--- src/rtl/fetch_sequencer.sv ---
`default_nettype none
// ============================================================================
// Module   : fetch_sequencer
// Brief    : Instruction-fetch sequencer. Holds the PC, applies branches,
//            halts on Ack and counts retired instructions.
//            Optional relative branches: define FETCH_REL_BRANCH_EN.
// Revision : 1.0 - initial release
// ============================================================================
module fetch_sequencer #(
    parameter int PC_W       = 10,
    parameter int START_ADDR = 0,
    parameter int CNT_W      = 16
) (
    input  logic             Clk,
    input  logic             Reset,
    input  logic             Start,
    input  logic             Stall,
    input  logic             Branch,
    input  logic [5:0]       PCTarg,
    input  logic             BranchRel,
    input  logic             Ack,
    output logic [PC_W-1:0]  ProgCtr,
    output logic             Running,
    output logic             Done,
    output logic [CNT_W-1:0] InstrCount
);

    typedef enum logic [1:0] {
        ST_IDLE = 2'd0,
        ST_RUN  = 2'd1,
        ST_HALT = 2'd2
    } state_t;

    localparam logic [PC_W-1:0]  c_START_PC = PC_W'(START_ADDR);
    localparam logic [PC_W-1:0]  c_PC_ONE   = PC_W'(1);
    localparam logic [CNT_W-1:0] c_CNT_ONE  = CNT_W'(1);
    localparam logic [CNT_W-1:0] c_CNT_MAX  = {CNT_W{1'b1}};

    state_t           r_state_q, w_state_d;
    logic [PC_W-1:0]  r_pc_q,    w_pc_d;
    logic [CNT_W-1:0] r_cnt_q,   w_cnt_d;

    logic [PC_W-1:0]  w_branch_pc;
    logic [CNT_W-1:0] w_cnt_inc;

`ifdef FETCH_REL_BRANCH_EN
    logic [PC_W-1:0] w_rel_off;
    assign w_rel_off   = {{(PC_W-6){PCTarg[5]}}, PCTarg};
    assign w_branch_pc = BranchRel ? (r_pc_q + w_rel_off)
                                   : {r_pc_q[PC_W-1:6], PCTarg};
`else
    logic w_unused_branch_rel;
    assign w_unused_branch_rel = BranchRel;
    assign w_branch_pc         = {r_pc_q[PC_W-1:6], PCTarg};
`endif

    // Counter saturates rather than wrapping so long runs stay meaningful
    assign w_cnt_inc = (r_cnt_q == c_CNT_MAX) ? r_cnt_q : (r_cnt_q + c_CNT_ONE);

    always_comb begin
        w_state_d = r_state_q;
        w_pc_d    = r_pc_q;
        w_cnt_d   = r_cnt_q;
        unique case (r_state_q)
            ST_IDLE, ST_HALT: begin
                if (Start) begin
                    w_state_d = ST_RUN;
                    w_pc_d    = c_START_PC;
                    w_cnt_d   = '0;
                end
            end
            ST_RUN: begin
                if (!Stall) begin
                    w_cnt_d = w_cnt_inc;
                    if (Ack) begin
                        w_state_d = ST_HALT;
                    end else if (Branch) begin
                        w_pc_d = w_branch_pc;
                    end else begin
                        w_pc_d = r_pc_q + c_PC_ONE;
                    end
                end
            end
            default: begin
                w_state_d = ST_IDLE;
            end
        endcase
    end

    always_ff @(posedge Clk) begin
        if (Reset) begin
            r_state_q <= ST_IDLE;
            r_pc_q    <= c_START_PC;
            r_cnt_q   <= '0;
        end else begin
            r_state_q <= w_state_d;
            r_pc_q    <= w_pc_d;
            r_cnt_q   <= w_cnt_d;
        end
    end

    assign ProgCtr    = r_pc_q;
    assign Running    = (r_state_q == ST_RUN);
    assign Done       = (r_state_q == ST_HALT);
    assign InstrCount = r_cnt_q;

endmodule
`default_nettype wire

--- config.mk ---
export PLATFORM = sky130hd
export DESIGN_NAME = fetch_sequencer
export DESIGN_NICKNAME = d
export VERILOG_FILES = /design/src/rtl/fetch_sequencer.sv
export SDC_FILE = /design/constraint.sdc
export NUM_CORES = 1
export LEC_CHECK = 0
export CAP_MARGIN = 40
export CORE_MARGIN = 5
export CORE_UTILIZATION = 30
export CTS_CLUSTER_DIAMETER = 100
export DETAILED_ROUTE_END_ITERATION = 16
export SKIP_LAST_GASP = 1
export SLEW_MARGIN = 20
export SYNTH_ARGS = -nofsm -noshare
export SYNTH_HDL_FRONTEND = slang
export SYNTH_SLANG_ARGS = --single-unit
--- constraint.sdc ---
create_clock -name Clk -period 4 [get_ports Clk]
set_input_delay 0.8 -clock Clk [delete_from_list [all_inputs] [get_ports Clk]]
set_output_delay 0.8 -clock Clk [all_outputs]
set_load 0.02 [all_outputs]
Word level (Yosys, flattened, before mapping) --
Index checks and enable logic that the tools add are counted.
Word-level totals: output and inout port bits 28, flip-flop bits (word level) 28, bits of input ports 13, logic and storage cells 35
Operators by class: eq/ne operators 9, add/sub/neg operators 2, reduce and logical (&&, ||, !) cells 7, mux-type cells 13
Operators with widths (number):
- $mux 16 | 3
- $mux 10 | 4
- $pmux 16 s2 | 1
- $pmux 10 s2 | 1
- $add 16x1->16 const B | 1
- $eq 16x16->1 const B | 1
- $ne 2x2->1 const B | 6
- $add 10x1->10 const B | 1
- $reduce_and 4->1 | 2
- $mux 2 | 3
- $reduce_and 5->1 | 1
- $pmux 2 s2 | 1
- $reduce_and 3->1 | 1
- $eq 2x1->1 const B | 1
- $eq 2x2->1 const B | 1
- $logic_not 2->1 | 1
- $reduce_bool 2->1 | 1
- $reduce_or 2->1 | 1

Longest topological paths before layout --
Gate-level depths: netlist of the first run.
word-level depth 5, gate-level depth with buffers 9, depth with buffers taken out 6

Least setup slack after synthesis of the first run --
No wires, ideal clock.
path type input port to flip-flop, from input Ack, to register r_pc_q[5], in the netlist ProgCtr[5], cell stages on the path 6, required time 3.872 ns, arrival 1.954 ns, setup time 0.128 ns, path slack 1.919 ns, path buffers 1, cells stage by stage or4b_1 -> buf_2 -> and2_1 -> a21o_1 -> a22oi_1 -> nor2_1
Between the ends: cells in the longest elaborated chain, start to end 2
RTL lines:
- start, declared | RTL line 21 | input logic Ack,
- $ne 2x2->1 (no line)
- $reduce_and 4->1 (no line)
- end signal, assigned | RTL line 93 | r_pc_q <= c_START_PC;
- end signal, assigned | RTL line 97 | r_pc_q <= w_pc_d;
- end, declared | RTL line 40 | logic [PC_W-1:0] r_pc_q, w_pc_d;
No other way between the ends. A chain may end at the register's enable or synchronous reset.

Worst setup path after layout of the first run --
from register r_state_q[1], to output Running
Between the ends: cells in the longest elaborated chain, start to end 1
RTL lines:
- start, declared | RTL line 39 | state_t r_state_q, w_state_d;
- start signal, assigned | RTL line 96 | r_state_q <= w_state_d;
- $eq 2x1->1 | RTL line 103 | assign Running = (r_state_q == ST_RUN);
- end, declared | RTL line 23 | output logic Running,
No other way between the ends.

==> results.py, run 1 <==
metrics = {
    "run_status": {
        "status": "completed",
    },
    "cells_and_area": {
        "final_cell_mix": "39 x sky130_fd_sc_hd__clkdlybuf4s50_1, 28 x sky130_fd_sc_hd__dfxtp_1, 25 x sky130_fd_sc_hd__nand2_1",
        "final_net_count": 244,
        "antenna-diode-count": 0,
        "drive_gt1_frac": 0.0746,
        "area_delta_synth_final_pct": 29.7,
        "most_common_cell_after_layout_fill_and_taps_aside": "sky130_fd_sc_hd__clkdlybuf4s50_1",
        "fin_area_mm2": 0.00209,
    },
    "global_route": {
        "final_global_route_overflow_total": 0,
        "via_count_of_the_first_global_routing_pass": 1447,
        "grt_usage": 0.120,
        "grt_pass1_wl_um": 7090,
        "antenna_found_initial": 0,
        "grt_start_max_net_pins": 27,
    },
    "synth": {
        "share_of_cell_area_taken_by_muxes_after_synthesis": 0.0124,
        "yosys_warnings": 0,
        "synth_area_in_xor_xnor": 0.0108,
        "post_synth_fa_ha_maj_area_fraction": 0.0155,
        "synth.area.top_cells": "sky130_fd_sc_hd__dfxtp_1 35%, sky130_fd_sc_hd__nand2_1 5.8%, sky130_fd_sc_hd__a311oi_1 4.9%",
        "synth_top_area_frac": 0.347,
        "most_frequently_used_flop_master_after_synthesis": "sky130_fd_sc_hd__dfxtp_1",
        "complex_gate_fraction_of_the_synthesized_area": 0.265,
        "net_count_after_synthesis": 211,
        "synth_cell_types": 45,
        "synth_edf_count": 0,
        "syn_avg_cell_area_um2": 8.24,
        "synth_top_family_by_area": "simple AND/OR/NAND/NOR gates",
        "fraction_of_registers_with_async_set_reset": 0,
        "synth-seq-cells": 28,
        "synth_largest_area_cell": "sky130_fd_sc_hd__dfxtp_1",
        "synth.cell_area_mm2": 0.00162,
        "post_synth_inst_count": 196,
        "yosysSeqAreaShare": 0.347,
        "yosys.area_share.simple": 0.291,
    },
    "timing": {
        "hold_violations": 0,
        "setup_viol_count_final": 0,
        "max_freq_ghz": 0.376,
        "slew_viol_final": 0,
        "worstMarginPinSlew_ns": 0.522,
        "timing.slew.headroom": 0.651,
        "finalClockSkew_ns": 0.00148,
        "setup_repair_after_global_routing_missed_its_margin": "false",
        "layout_min_cycle_time_ns": 2.66,
        "final.period_utilization": 0.665,
        "setup_tns_ns": 0,
    },
    "die": {
        "initial_util": 0.312,
        "dieArea_mm2": 0.00695,
        "core_mm2": 0.00517,
        "die_width_um": 83.4,
        "fp.dieH_um": 83.4,
        "std_cell_rows": 26,
        "io-pin-count": 41,
    },
    "clocking": {
        "clock-root-buffer": "sky130_fd_sc_hd__clkbuf_8",
        "cts_tree": "done",
        "h-tree-depth": 1,
        "clkSlewWorstSetupHoldPaths_ns": 0.10,
        "ctsResizeCount": 0,
        "clock_insertion_delay_worst_skew_ns": 0.28,
        "clkSinkCount": 28,
        "hold_fix_buffer_count_after_cts": 0,
        "max-clock-path-buffers": 2,
        "tritoncts.num_buffers": 3,
        "post_cts_setup_buffers": 0,
    },
    "setup_path": {
        "startpoint_type": "flip-flop",
        "critical_path_peak_fanout": 17,
        "worstPathArrival_ns": 1.86,
        "crit_path_cell_trace": "nand2b_1, inv_6, clkdlybuf4s50_1",
        "path_class": "reg2out",
        "largest_stage_delay_worst_path_ns": 0.63,
        "timing.critical_path.to_type": "primary output",
        "number_of_cells_on_the_worst_reg_to_reg_path": 6,
        "worstPathRequired_ns": 3.20,
        "crit_path_top_delay_cell": "sky130_fd_sc_hd__clkdlybuf4s50_1",
    },
    "hold_path": {
        "number_of_stages_on_the_worst_hold_path": 1,
        "hold_removal_path_class": "reg2reg",
    },
    "place": {
        "dpl_cell_area_mm2": 0.00202,
        "dp_hpwl_um": 2920,
        "final_gp_congestion": 0.735,
        "count_of_buffers_from_port_buffering": 39,
    },
    "routing": {
        "drt-wirelength-per-cell_um": 14.0,
        "first_drt_iteration_drcs": 107,
        "drtPass1Iterations": 4,
        "vias": 1598,
        "drtAntennaViolNets": 0,
        "vias_per_cell": 5.36,
        "post-route-drc-count": 0,
        "total_routed_length_um": 4170,
    },
    "pwr": {
        "cellPowerDensity_mw_per_mm2": 283,
        "irDropWorstVdd_mv": 0.135,
        "power.static_leakage_nw": 0.713,
    },
    "job": {
        "max-cap-violations": 0,
    },
}
## layout make-up
type                            count  area [um2]
Timing Repair Buffer               40         398
Inverter                            3        16.3
Fill cell                         547        3080
Clock inverter                      1        30.0
Clock buffer                        3        41.3
Sequential cell                    28         561
Tap cell                           70        87.6
Multi-Input combinational cell    153         961
## kinds of logic after synthesis
logic type               after synthesis
AO/OA/AOI/OAI                         57
XOR/XNOR                               2
adder cells (fa/ha/maj)                2
buffers and inverters                 15
flip-flops                            28
multiplexers                           2
AND/OR/NAND/NOR                       90
## registers in the layout (all words and copies together) (netlist names)
name and cells:
InstrCount 16, ProgCtr 10, r_state_q 2
## path summary, 6_finish.rpt
check,startpoint,end,slack (ns)
worst max-delay path,r_state_q[1],Running,1.34
worst min-delay path,ProgCtr[8],ProgCtr[8],0.52
worst max register to register,r_state_q[1],InstrCount[10],1.88
worst min register to register,ProgCtr[8],ProgCtr[8],0.52
## cell usage after synthesis (3+ instances only)
library cell,number
sky130_fd_sc_hd__nand4_1,4
sky130_fd_sc_hd__nor2_1,16
sky130_fd_sc_hd__nand2_1,25
sky130_fd_sc_hd__nand3_1,15
sky130_fd_sc_hd__and3_1,5
sky130_fd_sc_hd__a311oi_1,9
sky130_fd_sc_hd__a21oi_1,15
sky130_fd_sc_hd__o21ai_0,7
sky130_fd_sc_hd__nand2b_1,4
sky130_fd_sc_hd__buf_6,4
sky130_fd_sc_hd__o21ai_1,4
sky130_fd_sc_hd__dfxtp_1,28
sky130_fd_sc_hd__a31oi_1,6
sky130_fd_sc_hd__a32o_1,3
sky130_fd_sc_hd__nor3_1,5
sky130_fd_sc_hd__clkbuf_1,5
## where the power goes
group / leakage, nW / internal, W / total, W / switching (W)
clock: 0.0357 / 0.000134 / 0.000232 / 0.0000977
combinational: 0.451 / 0.0000300 / 0.0000764 / 0.0000463
sequential: 0.226 / 0.000281 / 0.000285 / 0.00000319
total: 0.713 / 0.000446 / 0.000593 / 0.000147
## worst max-delay path: cells and delay by family, from the launching register on
family | cells | cell delay (ns)
buf+inv | 2 | 0.88
flops | 1 | 0.33
simple gates | 1 | 0.36
## stage by stage
stage	util	std cells	power, W	setup WS [ns]	hold slack, ns
floorplan	-	196	0.000343	1.92	0.572
global placement	0.391	294	0.000367	1.27	0.504
global route	0.405	298	0.000615	1.25	0.555
CTS	0.405	298	0.000599	1.34	0.526
detailed placement	0.391	294	0.000368	1.29	0.507
finish	0.405	298	0.000593	1.34	0.521
## layer usage
layer  up-vias  part of all wire  global-route usage
met5         -                 0                   0
met4         0             0.010              0.0312
met3         5             0.059              0.0277
met2        45              0.46               0.198
met1       740              0.47               0.158
li1        808                 -                   -
(Power assumes the default switching activity.)
==> run 2, diff against run 1 <==
clock period = 2.6 ns   (was 4 ns; I/O delays follow)
==> results.py, run 2 (synthesis gave the netlist of run 1 again) <==
metrics = {
    "die": {
        "initial_util": 0.312,
        "dieArea_mm2": 0.00695,
        "die_width_um": 83.4,
        "core_mm2": 0.00517,
        "io-pin-count": 41,
        "std_cell_rows": 26,
        "fp.dieH_um": 83.4,
    },
    "cells_and_area": {
        "largest_register_ffs": 16,
        "layout.filler_cells": 524,
        "final-instance-count-excl-fill": 303,
        "antenna-diode-count": 0,
        "area_delta_synth_final_pct": 32.0,
        "final_net_count": 249,
        "final_cell_mix": "39 x sky130_fd_sc_hd__clkdlybuf4s50_1, 28 x sky130_fd_sc_hd__dfxtp_1, 25 x sky130_fd_sc_hd__nand2_1",
        "drive_gt1_frac": 0.0944,
        "most_common_cell_after_layout_fill_and_taps_aside": "sky130_fd_sc_hd__clkdlybuf4s50_1",
    },
    "clocking": {
        "clkSlewWorstSetupHoldPaths_ns": 0.10,
        "clock_insertion_delay_worst_skew_ns": 0.28,
        "clock-root-buffer": "sky130_fd_sc_hd__clkbuf_8",
        "tritoncts.num_buffers": 3,
        "cts_tree": "done",
        "ctsResizeCount": 0,
        "h-tree-depth": 1,
        "post_cts_setup_buffers": 0,
        "clkSinkCount": 28,
        "max-clock-path-buffers": 2,
        "hold_fix_buffer_count_after_cts": 0,
    },
    "place": {
        "place.detailed.instances": 299,
        "final_gp_congestion": 0.750,
        "count_of_buffers_from_port_buffering": 39,
        "dp_hpwl_um": 3070,
    },
    "hold_path": {
        "number_of_stages_on_the_worst_hold_path": 2,
        "hold_removal_path_class": "reg2reg",
    },
    "routing": {
        "first_drt_iteration_drcs": 125,
        "post-route-drc-count": 0,
        "drtAntennaViolNets": 0,
        "vias": 1580,
        "drtPass1Iterations": 4,
        "total_routed_length_um": 4290,
        "drt-wirelength-per-cell_um": 14.2,
        "vias_per_cell": 5.21,
    },
    "timing": {
        "final.period_utilization": 0.820,
        "slew_viol_final": 0,
        "setup_viol_count_final": 0,
        "layout_min_cycle_time_ns": 2.13,
        "timing.slew.headroom": 0.698,
        "setup_tns_ns": 0,
        "max_freq_ghz": 0.469,
        "setup_repair_after_global_routing_missed_its_margin": "false",
        "hold_violations": 0,
        "worstMarginPinSlew_ns": 0.451,
        "finalClockSkew_ns": 0.00328,
    },
    "setup_path": {
        "rr_startpoint": "InstrCount[0]",
        "startpoint_type": "flip-flop",
        "cp-endpoint": "Running",
        "crit-reg2reg-capture": "InstrCount[3]",
        "number_of_cells_on_the_worst_reg_to_reg_path": 6,
        "timing.critical_path.from": "r_state_q[1]",
        "timing.reg2reg.setup_slack_ns": 0.57,
        "timing.critical_path.to_type": "primary output",
        "critical_path_peak_fanout": 17,
        "path_class": "reg2out",
        "worstPathArrival_ns": 1.61,
        "worstPathRequired_ns": 2.08,
    },
    "run_status": {
        "status": "completed",
    },
    "pwr": {
        "irDropWorstVdd_mv": 0.200,
        "cellPowerDensity_mw_per_mm2": 429,
        "power.static_leakage_nw": 0.736,
    },
    "global_route": {
        "grt_usage": 0.125,
        "grt_start_max_net_pins": 18,
        "antenna_found_initial": 0,
        "grt_pass1_wl_um": 7310,
        "final_global_route_overflow_total": 0,
        "via_count_of_the_first_global_routing_pass": 1496,
    },
    "job": {
        "max-cap-violations": 0,
    },
}
-- run 2: per-layer routing --
| layer | GRT usage | share of wire |
|---|---|---|
| met3 | 0.0257 | 0.055 |
| met4 | 0.0490 | 0.015 |
| met1 | 0.164 | 0.48 |
| met2 | 0.199 | 0.45 |
| met5 | 0 | 0 |
-- run 2: layout make-up --
type,instances,area [um2],share of cell area
clock buffer,3,41.3,0.0194
clock inverter,1,30.0,0.0141
inverter,3,16.3,0.00763
multi-input combinational,153,961,0.451
sequential,28,561,0.263
tap,70,87.6,0.0411
timing repair buffer,45,435,0.204
-- run 2: per-stage QoR --
stage / utilization / total power, W / instance area, um2 / setup WS, ns / hold WS (ns)
after CTS: 0.412 / 0.000932 / 2130 / 0.452 / 0.526
after global routing: 0.412 / 0.000959 / 2130 / 0.387 / 0.553
after detailed placement: 0.398 / 0.000573 / 2060 / 0.232 / 0.509
after floorplan: - / 0.000527 / 1620 / 0.702 / 0.572
after global placement: 0.398 / 0.000572 / 2060 / 0.241 / 0.504
final: 0.412 / 0.000915 / 2130 / 0.469 / 0.522
-- run 2: critical path: stages (launching register included) --
cell	delay, ns
sky130_fd_sc_hd__dfxtp_1	0.33
sky130_fd_sc_hd__nand2b_1	0.21
sky130_fd_sc_hd__inv_6	0.17
sky130_fd_sc_hd__clkdlybuf4s50_1	0.63
-- run 2: where the power goes --
group	switching, W	internal [W]	total (W)
sequential	0.00000536	0.000433	0.000438
clock	0.000145	0.000207	0.000352
combinational	0.0000729	0.0000522	0.000125
total	0.000224	0.000692	0.000915
-- run 2: how the worst min path moves through the flow --
stage	startpoint	endpoint	slack, ns
final	InstrCount[14]	InstrCount[14]	0.52
after global routing	InstrCount[1]	InstrCount[1]	0.55
after CTS	InstrCount[14]	InstrCount[14]	0.53
after detailed placement	ProgCtr[8]	ProgCtr[8]	0.51
after global placement	InstrCount[9]	InstrCount[9]	0.50
after floorplan	InstrCount[1]	InstrCount[1]	0.57
==> run 3, diff against run 2 <==
clock period = 2 ns   (was 2.6 ns; I/O delays follow)
==> results.py, run 3 (synthesis gave the netlist of run 1 again) <==
metrics = {
    "run_status": {
        "status": "completed",
    },
    "die": {
        "io-pin-count": 41,
        "core_mm2": 0.00517,
        "fp.dieH_um": 83.4,
        "initial_util": 0.312,
        "dieArea_mm2": 0.00695,
        "std_cell_rows": 26,
        "die_width_um": 83.4,
    },
    "clocking": {
        "clock_insertion_delay_worst_skew_ns": 0.27,
        "clkSlewWorstSetupHoldPaths_ns": 0.09,
        "cts_tree": "done",
        "clkSinkCount": 28,
        "tritoncts.num_buffers": 3,
        "clock-root-buffer": "sky130_fd_sc_hd__clkbuf_8",
        "post_cts_setup_buffers": 0,
        "hold_fix_buffer_count_after_cts": 0,
        "max-clock-path-buffers": 2,
        "h-tree-depth": 1,
    },
    "setup_path": {
        "worstPathRequired_ns": 2.19,
        "path_class": "in2reg",
        "timing.reg2reg.setup_slack_ns": 0.19,
        "timing.critical_path.to_type": "flip-flop",
        "worstPathArrival_ns": 2.08,
        "critical_path_peak_fanout": 6,
        "startpoint_type": "input port",
    },
    "cells_and_area": {
        "antenna-diode-count": 0,
        "most_common_cell_after_layout_fill_and_taps_aside": "sky130_fd_sc_hd__clkdlybuf4s50_1",
        "final-seq-area_um2": 561,
        "area_delta_synth_final_pct": 38.4,
        "layout.filler_cells": 519,
        "final_net_count": 267,
        "final_cell_mix": "38 x sky130_fd_sc_hd__clkdlybuf4s50_1, 28 x sky130_fd_sc_hd__dfxtp_1, 25 x sky130_fd_sc_hd__nand2_1",
        "drive_gt1_frac": 0.156,
        "multi_input_comb_area_um2": 961,
        "finish.utilization": 0.432,
        "largest_register_ffs": 16,
    },
    "timing": {
        "setup_repair_after_global_routing_missed_its_margin": "false",
        "setup_viol_count_final": 0,
        "layout_min_cycle_time_ns": 1.89,
        "finalClockSkew_ns": 0.00443,
        "max_freq_ghz": 0.530,
        "worstMarginPinSlew_ns": 0.451,
        "timing.slew.headroom": 0.699,
        "slew_viol_final": 0,
        "final.period_utilization": 0.943,
        "hold_violations": 0,
    },
    "place": {
        "count_of_buffers_from_port_buffering": 39,
        "dp_hpwl_um": 3180,
        "final_gp_congestion": 0.844,
    },
    "pwr": {
        "power.static_leakage_nw": 0.815,
        "cellPowerDensity_mw_per_mm2": 476,
        "irDropWorstVdd_mv": 0.225,
        "fin_total_pwr_w": 0.00106,
    },
    "global_route": {
        "grt_usage": 0.122,
        "via_count_of_the_first_global_routing_pass": 1554,
        "antenna_found_initial": 0,
        "grt_pass1_wl_um": 7160,
        "final_global_route_overflow_total": 0,
        "grt_start_max_net_pins": 18,
    },
    "routing": {
        "vias": 1621,
        "drtAntennaViolNets": 0,
        "vias_per_cell": 5.07,
        "total_routed_length_um": 4250,
        "drtPass1Iterations": 4,
        "first_drt_iteration_drcs": 65,
        "post-route-drc-count": 0,
        "drt-wirelength-per-cell_um": 13.3,
    },
    "hold_path": {
        "hold_removal_path_class": "reg2reg",
    },
    "job": {
        "max-cap-violations": 0,
    },
}
==> run 3: cell types whose count changed in the layout (fill, tap and decap cells not counted) <==
| cell | before | now |
|---|---|---|
| sky130_fd_sc_hd__bufinv_16 | 1 | 0 |
| sky130_fd_sc_hd__clkdlybuf4s50_1 | 39 | 38 |
| sky130_fd_sc_hd__dlygate4sd2_1 | 0 | 1 |
| sky130_fd_sc_hd__buf_4 | 6 | 24 |
==> run 3: final timing paths <==
check,from,to,cells after the start
worst min-delay path,InstrCount[14],InstrCount[14],2
worst min register to register,InstrCount[14],InstrCount[14],2
worst max-delay path,Ack,ProgCtr[8],6
worst max register to register,InstrCount[0],InstrCount[12],7
==> run 3: area by class of cell <==
class                   count  share of cell area
clock buffers               3              0.0185
inverters                   3             0.00727
multi-input cells         153               0.430
flip-flops and latches     28               0.251
well taps                  70              0.0392
repair buffers             63               0.255
==> run 3: repair_timing <==
item,CTS,global route
resized for setup,1,0
setup endpoints to repair,1,0
endpoints found under the hold margin,0,0
==> run 3: critical path, cell delays in order <==
cell and delay [ns]:
sky130_fd_sc_hd__clkdlybuf4s50_1 0.42, sky130_fd_sc_hd__or4b_1 0.60, sky130_fd_sc_hd__buf_4 0.20, sky130_fd_sc_hd__nor2_1 0.14, sky130_fd_sc_hd__a31oi_1 0.10, sky130_fd_sc_hd__a311oi_1 0.23
==> run 3: per-stage QoR <==
| stage | setup slack (ns) | instances | hold slack [ns] | cell area [um2] | TNS [ns] |
|---|---|---|---|---|---|
| after floorplan | 0.102 | 196 | 0.540 | 1620 | 0 |
| after global placement | -0.165 | 317 | 0.496 | 2200 | -0.893 |
| after detailed placement | -0.193 | 317 | 0.505 | 2200 | -0.967 |
| after CTS | 0.0955 | 320 | 0.520 | 2240 | 0 |
| after global routing | 0.00114 | 320 | 0.555 | 2240 | 0 |
| final | 0.113 | 320 | 0.516 | 2240 | 0 |
==> run 3: metal layers <==
| metal | routed length, um | up-vias | GRT usage |
|---|---|---|---|
| li1 | - | 841 | - |
| met1 | 2030 | 737 | 0.155 |
| met5 | 0 | - | 0 |
| met4 | 14 | 0 | 0.0267 |
| met2 | 1940 | 41 | 0.209 |
| met3 | 260 | 2 | 0.0257 |
==> run 3: power breakdown <==
part	total, W	switching, W	internal (W)
Sequential	0.000568	0.00000530	0.000563
Combinational	0.000187	0.0000984	0.0000884
Clock	0.000309	0.000174	0.000135
==> RTL edit: new RTL, flow settings as in run 3 <==
Add a define of `FETCH_REL_BRANCH_EN`.
--- a/src/rtl/fetch_sequencer.sv
+++ b/src/rtl/fetch_sequencer.sv
@@ -6,6 +6,8 @@
 //            Optional relative branches: define FETCH_REL_BRANCH_EN.
 // Revision : 1.0 - initial release
 // ============================================================================
+`define FETCH_REL_BRANCH_EN
+
 module fetch_sequencer #(
     parameter int PC_W       = 10,
     parameter int START_ADDR = 0,
Check against the original RTL: not equivalent (Yosys sat finds a counterexample within 4 cycles, from zero or initial values and one cycle with Reset high).
==> RTL edit against run 3 <==
Via count up 39%; global-route usage up 1.3 points; routed wire length up 42%; sequential share of layout area down 7.5 points; area after synthesis up 27%; largest cell class unchanged; worst setup slack worse by 100 ps; power up 22%; final cell count up 37%; final area up 44%; critical path depth unchanged; sequential cell count unchanged; non-clock buffer count up 41; register-to-register slack worse by 130 ps; clock power up 51%.
==> RTL edit: results (changes against run 3) <==
GRT
  • Number of global-route vias before repair: 2023 (+30%)
  • GRT Util Overall: 0.135 (+0.0132)
  • Initial antenna violation count: 0 (unchanged)
  • GRT overflow: 0 (unchanged)
  • First-pass GRT wire length: 9660 µm (+35%)
  • Largest net degree at the start of global routing: 17 (-1)

Status
  • Status: complete, no violations

Final layout
  • Layout cells sized above 1: 0.286 (+0.130)
  • Max reg flops: 16 (unchanged)
  • Nets: 383 (+43%)
  • Ant. Diodes: 0 (unchanged)
  • Fillers: 643 (+24%)

Route
  • Detailed-route wire length: 6050 µm (+42%)
  • TritonRoute pass-1 iters: 4 (unchanged)
  • Drt via density: 5.17 (+2.1%)
  • Iteration-0 DRC Markers: 111 (+71%)

Logic synthesis
  • Synth top cells by count: dfxtp_1, a21oi_1, nor2_1, o21ai_0
  • Post-synthesis cell type count: 53 (+18%)
  • Syn. warnings: 0 (unchanged)
  • Async set-or-reset flop fraction in the synthesized netlist: 0 (unchanged)
  • Sequential area share after synthesis: 0.274 (-0.0728)
  • Synth top area cells: dfxtp_1, ha_1, a21oi_1
  • Mapped Nets: 280 (+33%)
  • Primary FF master, synth: dfxtp_1

Worst hold path
  • HP Class: register to register

Placement
  • HPWL after DPL: 4620 µm (+45%)
  • Port bufs: 40 (+2.6%)
  • Gpl congestion: 0.759 (-10%)

CTS
  • Clk buf depth: 2 (unchanged)
  • Num CTS Buffers: 3 (unchanged)
  • H-tree Lvls: 1 (unchanged)
  • CTS clock-pin slew for the worst setup and hold paths: 110 ps (+20 ps)
  • Latest clock arrival within the worst-skew pair: between 200 and 300 ps
  • CTS Root Buffer Type: clkbuf_8

Power and ir drop
  • Leakage power: 1.25 nW (+54%)
  • VDD IR max: 0.275 mV (+22%)

Timing
  • Clock Skew: 3.48 ps (-0.949 ps)
  • Final hold vios: 0 (unchanged)
  • Relative slew slack: 0.590 (-0.108)

Worst setup path
  • Worst path max stage delay: 590 ps
  • FF-to-FF setup slack: 60 ps (-130 ps)
  • Worst Path Arrival: 2220 ps (+140 ps)
  • Top delay family on crit path: simple AND/OR/NAND/NOR gates
  • CP max FO: 8 (+2)
  • Slowest CP cell: or4b_4

Job
  • Max-cap viol count: 0 (unchanged)
RTL edit: cell types whose count changed after synthesis, sizes merged, moves of 7 or more:
cell,change
or3,+13
nand2,-14
nand3,-7
a21oi,+7
o21ai,+12
a311oi,-8
inv,+7
xnor2,+11
ha,+9
RTL edit: path summary, 6_finish.rpt:
| path | depth (start not counted) | to | from |
|---|---|---|---|
| max | 6 | ProgCtr[9] | Stall |
| min | 2 | InstrCount[4] | InstrCount[4] |
| max reg2reg | 6 | InstrCount[9] | InstrCount[5] |
| min reg2reg | 2 | InstrCount[4] | InstrCount[4] |
RTL edit: per-stage QoR:
| stage | cell area, µm² | hold WS (ps) | worst slack, ps | instances |
|---|---|---|---|---|
| floorplan | 2040 | 548 | 90.0 | 255 |
| global placement | 3000 | 489 | -428 | 431 |
| detailed placement | 3000 | 498 | -474 | 431 |
| CTS | 3100 | 515 | 12.8 | 436 |
| global route | 3210 | 533 | -24.4 | 437 |
| finish | 3210 | 511 | 12.9 | 437 |
RTL edit: per-layer routing:
layer / GRT usage / share of wire
met3: 0.0171 / 0.038
met2: 0.213 / 0.47
met5: 0 / 0
met4: 0.0347 / 0.0063
met1: 0.193 / 0.49
RTL edit: cell type report:
cell class | instances | share of cell area
multi-input combinational | 211 | 0.479
timing repair buffer | 104 | 0.281
sequential | 28 | 0.175
tap | 80 | 0.0312
clock buffer | 3 | 0.0129
inverter | 10 | 0.0117
clock inverter | 1 | 0.00935
RTL edit: power breakdown:
group,internal [mW],switching (mW)
Sequential,0.563,0.00726
Combinational,0.138,0.121
Clock,0.268,0.198
Total,0.969,0.326
RTL edit: what timing repair did:
| action | 4_1_cts | 5_1_grt |
|---|---|---|
| endpoints found under the setup margin | 8 | 15 |
| hold buffers | 0 | 0 |
| pin swaps | 7 | 6 |
| setup buffers | 1 | 0 |
| cloned | 0 | 1 |
| resized for setup | 11 | 22 |
RTL edit: cells by family after synthesis:
logic type	count (synthesis)	synth area share
adder cells (fa/ha/maj)	12	0.0771
multiplexers	6	0.0312
flip-flops	28	0.274
buffers and inverters	17	0.0349
AND/OR/NAND/NOR	105	0.295
XOR/XNOR	12	0.0514
AO/OA/AOI/OAI	75	0.236
RTL edit: worst register-to-register path, stage by stage, from the launching register on:
cell and delay (ps):
dfxtp_1 380, and4_4 300, or4b_4 550, o2111ai_4 310, buf_4 170, o21ai_1 50, a21oi_1 120
